--- config.mk ---
export PLATFORM = sky130hd
export DESIGN_NAME = adc_dual_capture
export DESIGN_NICKNAME = d
export VERILOG_FILES = /design/src/rtl/wind_pkg.sv /design/src/rtl/spi_sclk_gen.sv /design/src/rtl/adc_dual_capture.sv
export SDC_FILE = /design/constraint.sdc
export NUM_CORES = 1
export LEC_CHECK = 0
export BUFFER_PORTS_ARGS = -buffer_cell sky130_fd_sc_hd__buf_2
export CAP_MARGIN = 25
export CORE_MARGIN = 2
export CORE_UTILIZATION = 35
export CTS_BUF_LIST = sky130_fd_sc_hd__clkbuf_4 sky130_fd_sc_hd__clkbuf_8 sky130_fd_sc_hd__clkbuf_16
export DETAILED_ROUTE_END_ITERATION = 8
export GPL_TIMING_DRIVEN = 0
export REMOVE_ABC_BUFFERS = 1
export SETUP_SLACK_MARGIN = 0.1
export SYNTH_ARGS = -nofsm -noshare
export SYNTH_HDL_FRONTEND = slang
export SYNTH_SLANG_ARGS = --single-unit
--- constraint.sdc ---
create_clock -name clock -period 3.2 [get_ports clock]
set_clock_uncertainty 0.1 [all_clocks]
set_input_delay 0.32 -clock clock [delete_from_list [all_inputs] [get_ports clock]]
set_output_delay 0.32 -clock clock [all_outputs]
set_load 0.1 [all_outputs]
--- src/rtl/wind_pkg.sv ---
// wind_pkg: shared constants and ADC capture FSM states for the wind-direction datapath.
// Provides ADC_FRAME_BITS (SPI frame length), ADC_DATA_W (ADC result width) and the
// capture FSM state type adc_state_e {IDLE, SETUP, SHIFT, HOLD}.
package wind_pkg;
    localparam int ADC_FRAME_BITS = 16;
    localparam int ADC_DATA_W = 12;
    typedef enum logic [1:0] {IDLE, SETUP, SHIFT, HOLD} adc_state_e;
endpackage

--- src/rtl/spi_sclk_gen.sv ---
// spi_sclk_gen: CPOL=1 SPI clock divider for the dual ADC capture block.
// Ports: clock/reset (async active-high); en keeps the divider running, low forces sclk
// high and rewinds the phase counter; sclk toggles every CLK_DIV cycles while enabled;
// fall/rise are single-cycle strobes aligned with the first cycle of each new sclk level.
module spi_sclk_gen
    import wind_pkg::*;
#(
    parameter int CLK_DIV = 4
) (
    input  logic clock,
    input  logic reset,
    input  logic en,
    output logic sclk,
    output logic fall,
    output logic rise
);
    localparam int CW = $clog2(CLK_DIV);

    logic [CW-1:0] cnt_q, cnt_d;
    logic sclk_q, sclk_d, fall_q, fall_d, rise_q, rise_d, wrap;

    always_comb begin
        wrap = cnt_q == CW'(CLK_DIV - 1);
        cnt_d = !en || wrap ? '0 : cnt_q + 1'b1;
        sclk_d = !en ? 1'b1 : (wrap ? ~sclk_q : sclk_q);
        fall_d = en && wrap && sclk_q;
        rise_d = en && wrap && !sclk_q;
    end

    always_ff @(posedge clock or posedge reset) begin
        if (reset) begin
            cnt_q <= '0;
            sclk_q <= 1'b1;
            fall_q <= 1'b0;
            rise_q <= 1'b0;
        end else begin
            cnt_q <= cnt_d;
            sclk_q <= sclk_d;
            fall_q <= fall_d;
            rise_q <= rise_d;
        end
    end

    assign sclk = sclk_q;
    assign fall = fall_q;
    assign rise = rise_q;
endmodule

--- src/rtl/adc_dual_capture.sv ---
// adc_dual_capture: drives a dual-channel simultaneous-sampling SPI ADC at a fixed sample
// rate and deserialises both 12-bit results into rx1/rx2 with a one-cycle endata strobe.
// Ports: clock, reset (async active-high), run (enable sample timer), adc_cs_n/adc_sclk
// (SPI master outputs, CPOL=1), adc_miso1/2 (serial data), rx1/rx2 (last good samples),
// endata (rx updated), frame_err (non-zero leading bits, frame dropped), overrun (sticky,
// tick arrived while busy; cleared by run=0).
// Optional feature macro ADC_SYNC_EN: 2-flop synchronisers on miso; all captures, strobes
// and the cs_n rise move 2 cycles later. CHECK_PERIOD=0 disables the sample-period check.
module adc_dual_capture
    import wind_pkg::*;
#(
    parameter int CLK_DIV = 4,
    parameter int SAMPLE_PERIOD = 1000,
    parameter int DATA_W = ADC_DATA_W,
    parameter bit CHECK_PERIOD = 1'b1
) (
    input  logic              clock,
    input  logic              reset,
    input  logic              run,
    output logic              adc_cs_n,
    output logic              adc_sclk,
    input  logic              adc_miso1,
    input  logic              adc_miso2,
    output logic [DATA_W-1:0] rx1,
    output logic [DATA_W-1:0] rx2,
    output logic              endata,
    output logic              frame_err,
    output logic              overrun
);
    localparam int FB = ADC_FRAME_BITS;
    localparam int TW = $clog2(SAMPLE_PERIOD);
    localparam int BW = $clog2((CLK_DIV > FB ? CLK_DIV : FB) + 1);
`ifdef ADC_SYNC_EN
    localparam int MIN_DIV = 3;
`else
    localparam int MIN_DIV = 2;
`endif

    generate
        if (CLK_DIV < MIN_DIV) begin : g_bad_div
            $error("adc_dual_capture: CLK_DIV below minimum");
        end
        if (CHECK_PERIOD && SAMPLE_PERIOD < 34 * CLK_DIV + 8) begin : g_bad_period
            $error("adc_dual_capture: SAMPLE_PERIOD shorter than one frame");
        end
    endgenerate

    adc_state_e state_q, state_d;
    logic [TW-1:0] timer_q, timer_d;
    logic [BW-1:0] bit_q, bit_d;
    logic [FB-2:0] sh1_q, sh1_d, sh2_q, sh2_d;
    logic [FB-1:0] sh1_n, sh2_n;
    logic [DATA_W-1:0] rx1_q, rx1_d, rx2_q, rx2_d;
    logic endata_q, endata_d, ferr_q, ferr_d, ovr_q, ovr_d;
    logic sclk, fall, rise, cap, b1, b2, tick, last, bad;

    // The divider is stopped on the final capture so a delayed (synchronised) capture
    // never lets an extra sclk fall escape before HOLD.
    spi_sclk_gen #(.CLK_DIV(CLK_DIV)) u_sclk (
        .clock(clock),
        .reset(reset),
        .en((state_q == SETUP || state_q == SHIFT) && !last),
        .sclk(sclk),
        .fall(fall),
        .rise(rise)
    );

`ifdef ADC_SYNC_EN
    logic [1:0] m1_q, m2_q, rise_q;
    always_ff @(posedge clock or posedge reset) begin
        if (reset) begin
            m1_q <= '0;
            m2_q <= '0;
            rise_q <= '0;
        end else begin
            m1_q <= {m1_q[0], adc_miso1};
            m2_q <= {m2_q[0], adc_miso2};
            rise_q <= {rise_q[0], rise};
        end
    end
    assign cap = rise_q[1];
    assign b1 = m1_q[1];
    assign b2 = m2_q[1];
`else
    assign cap = rise;
    assign b1 = adc_miso1;
    assign b2 = adc_miso2;
`endif

    always_comb begin
        tick = run && timer_q == TW'(SAMPLE_PERIOD - 1);
        timer_d = tick || !run ? '0 : timer_q + 1'b1;
        sh1_n = {sh1_q, b1};
        sh2_n = {sh2_q, b2};
        sh1_d = cap ? sh1_n[FB-2:0] : sh1_q;
        sh2_d = cap ? sh2_n[FB-2:0] : sh2_q;
        last = state_q == SHIFT && cap && bit_q == BW'(FB - 1);
        bad = |sh1_n[FB-1:DATA_W] || |sh2_n[FB-1:DATA_W];
        state_d = state_q;
        bit_d = bit_q;
        rx1_d = rx1_q;
        rx2_d = rx2_q;
        endata_d = 1'b0;
        ferr_d = 1'b0;
        ovr_d = run && (ovr_q || (tick && state_q != IDLE));
        case (state_q)
            IDLE: state_d = tick ? SETUP : IDLE;
            SETUP: state_d = fall ? SHIFT : SETUP;
            SHIFT: begin
                if (cap) begin
                    bit_d = last ? '0 : bit_q + 1'b1;
                    state_d = last ? HOLD : SHIFT;
                    endata_d = last && !bad;
                    ferr_d = last && bad;
                    rx1_d = last && !bad ? sh1_n[DATA_W-1:0] : rx1_q;
                    rx2_d = last && !bad ? sh2_n[DATA_W-1:0] : rx2_q;
                end
            end
            HOLD: begin
                bit_d = bit_q == BW'(CLK_DIV - 1) ? '0 : bit_q + 1'b1;
                state_d = bit_q == BW'(CLK_DIV - 1) ? IDLE : HOLD;
            end
            default: state_d = IDLE;
        endcase
    end

    always_ff @(posedge clock or posedge reset) begin
        if (reset) begin
            state_q <= IDLE;
            timer_q <= '0;
            bit_q <= '0;
            sh1_q <= '0;
            sh2_q <= '0;
            rx1_q <= '0;
            rx2_q <= '0;
            endata_q <= 1'b0;
            ferr_q <= 1'b0;
            ovr_q <= 1'b0;
        end else begin
            state_q <= state_d;
            timer_q <= timer_d;
            bit_q <= bit_d;
            sh1_q <= sh1_d;
            sh2_q <= sh2_d;
            rx1_q <= rx1_d;
            rx2_q <= rx2_d;
            endata_q <= endata_d;
            ferr_q <= ferr_d;
            ovr_q <= ovr_d;
        end
    end

    assign adc_cs_n = state_q == IDLE;
    assign adc_sclk = sclk;
    assign rx1 = rx1_q;
    assign rx2 = rx2_q;
    assign endata = endata_q;
    assign frame_err = ferr_q;
    assign overrun = ovr_q;
endmodule

==> out/results.tsv <==
metric	value	unit
Die W	102	µm
status	finished clean	
total of max-cap violations	0	
Max Slew Vio Count	0	
CTS root buf	clkbuf_8	
Pwr Density	448	nW/µm²
Sequential Area	1980	µm²
worst vdd ir	183	µV
I/O pins	34	
total power	1.76	mW
area share of the largest cell type after synthesis	57.7	%
Seq cells post-synth	79	
WP data arrival	2.61	ns
routed vias/inst	4.69	
P_leak	2.01	nW
largest net degree at the start of global routing	73	
Finished Cell Area	3920	µm²
Avg Cell Area, Syn	14.3	µm²
clock buffer count from CTS	9	
fin crit period	2.49	ns
initial core utilization	36.2	%
Final Hold Fails	0	
CTS tree	yes	
area of the multi-input gates	1330	µm²
Area Growth Syn to Fin	16.0	%
DIE HEIGHT	102	µm
Clock Path Buffers	2	
Core Area	9330	µm²
vias	1923	
RSZ-0062 raised after global routing	false	
Residual DRC	0	
fin crit share	77.9	%
type of origin of the critical path	flip-flop	
Total Wirelength	5.45	mm
EDFF count, synth	0	
Worst Max-Slew Pin Slew	0.682	ns
gpl congestion	0.780	
fraction of layout cells with a size suffix above 1	40.9	%
placed insts	393	
CTS clk-pin slew, worst paths	0.09	ns
final non-filler cell total	410	
PortBufs	33	
Core Util, Final	42.0	%
Clock Latency Late Sink	0.34	ns
die area	10500	µm²
top cells by count, synth	dfrtp_1, mux2_2, mux2_4	
# nets final	289	
first-pass GRT wire length	9.37	mm
Distinct cells, synth	44	
CP Cell Sequence	buf_16 -> nand3_1 -> nand3b_4 -> mux2_4	
Post-DP Area	3720	µm²
DP Wirelength	3.58	mm
Yosys warnings	0	
Seq/Total Area, Yosys	58.5	%
top-count cell post-synth	dfrtp_1	
slowest stage delay, CP	0.79	ns
Diodes inserted	0	
slowest CP cell	dfrtp_1	
total track usage	11.6	%
Clock Sinks	79	
worst slew margin relative to its limit	54.5	%
WS Path Type	flip-flop to flip-flop	
FILL cells	864	
Tightest Hold Check Type	input port to flip-flop	
Cell Area, Synth	3380	µm²
post-DR wirelength/cell	13.3	µm
H-tree Lvls	3	
top cells by area, synth	dfrtp_1, mux2_2, mux2_4	
FFs w/ async S/R, synth	100	%
TritonRoute pass-1 iters	4	
Max Clk Rate	0.401	GHz
vias in the first global route	1892	
Detailed Route Iter0 Violations	98	
post-route ant nets	0	
area leader, netlist	dfrtp_1	
Hold WS	0.120	ns
initial antenna violation count	0	
Gate Count Post-Synth	236	
Worst Path Required	3.32	ns
Most used DFF post-synth	dfrtp_1	
Overflow after GRT	0	
Final setup viols	0	
Setup crit end kind	flip-flop	
worst-path fanout max	25	
Core Rows	35	
Post-CTS Repair Setup Buffers	0	
==> cell type report <==
type / count / area share, %
repair buffers: 36 / 5.87
multi-input cells: 142 / 33.9
inverters: 8 / 0.830
clock inverters: 5 / 0.989
clock buffers: 11 / 3.86
flip-flops and latches: 79 / 50.4
well taps: 129 / 4.12
==> where the power goes <==
group | switching, mW | internal [mW] | leakage [nW]
registers | 0.00323 | 1.00 | 1.09
logic | 0.0369 | 0.0127 | 0.818
clock network | 0.372 | 0.330 | 0.0963
total | 0.412 | 1.34 | 2.01
==> metal layers <==
metal / routed length (µm) / vias up / track usage, %
met5: 0 / - / 0
met4: 83 / 0 / 5.54
met3: 144 / 7 / 2.46
met2: 2510 / 30 / 17.8
met1: 2720 / 950 / 15.7
li1: - / 936 / -
==> what timing repair did <==
item / in CTS / in global routing
hold buffers: 1 / 0
hold endpoints to repair: 7 / 0
resized for setup: 0 / 0
==> sequential cells by signal (all words and copies together) (netlist names), 2 cells and up <==
name and flops:
timer_q 10, bit_q 5, rx1 12, sh2_q 15
u_sclk.cnt_q 2, state_q 2, rx2 12, sh1_q 15
==> through the flow <==
stage	TNS, ns	setup WS [ns]
after global routing	0	0.525
after detailed placement	0	0.661
after floorplan	0	0.754
after global placement	-16.98	-0.222
final	0	0.706
after CTS	0	0.662
==> placed cells by master (no fill, tap or decap), types with 3 or more instances in the layout <==
cell and n:
nand2_1 10, nor2_1 3, o21ai_0 8, buf_2 33
mux2_2 36, nand4_1 3, o31ai_1 3, ha_1 8
and2_1 3, or3_1 4, inv_1 7, a21oi_1 7
nor3b_1 3, clkbuf_8 11, dfrtp_1 78, nand3_1 6
mux2_4 19
==> path summary, 6_finish.rpt <==
path | from | endpoint | slack, ns | depth (start not counted)
setup / recovery | u_sclk.rise | rx2[9] | 0.71 | 4
hold / removal | adc_miso1 | rx1[0] | 0.12 | 2
setup reg to reg | u_sclk.rise | rx2[9] | 0.71 | 4
hold reg to reg | u_sclk.cnt_q[0] | u_sclk.cnt_q[0] | 0.34 | 1
max in group asynchronous | reset | u_sclk.sclk | 2.08 | 4
min in group asynchronous | reset | timer_q[2] | 0.31 | 3
==> cell families after synthesis <==
| group | synth area share, % |
|---|---|
| simple gates | 8.55 |
| compound gates | 5.74 |
| xor+xnor | 1.04 |
| mux | 21.0 |
| buf+inv | 2.18 |
| flops | 58.5 |
| fa+ha+maj | 2.96 |
==> critical path, delay by kind of cell (launching register included) <==
kind	cells	cell delay (ns)
buffers and inverters	1	0.24
flip-flops	1	0.79
multiplexers	1	0.44
AND/OR/NAND/NOR	2	0.79
(Power assumes the default switching activity.)
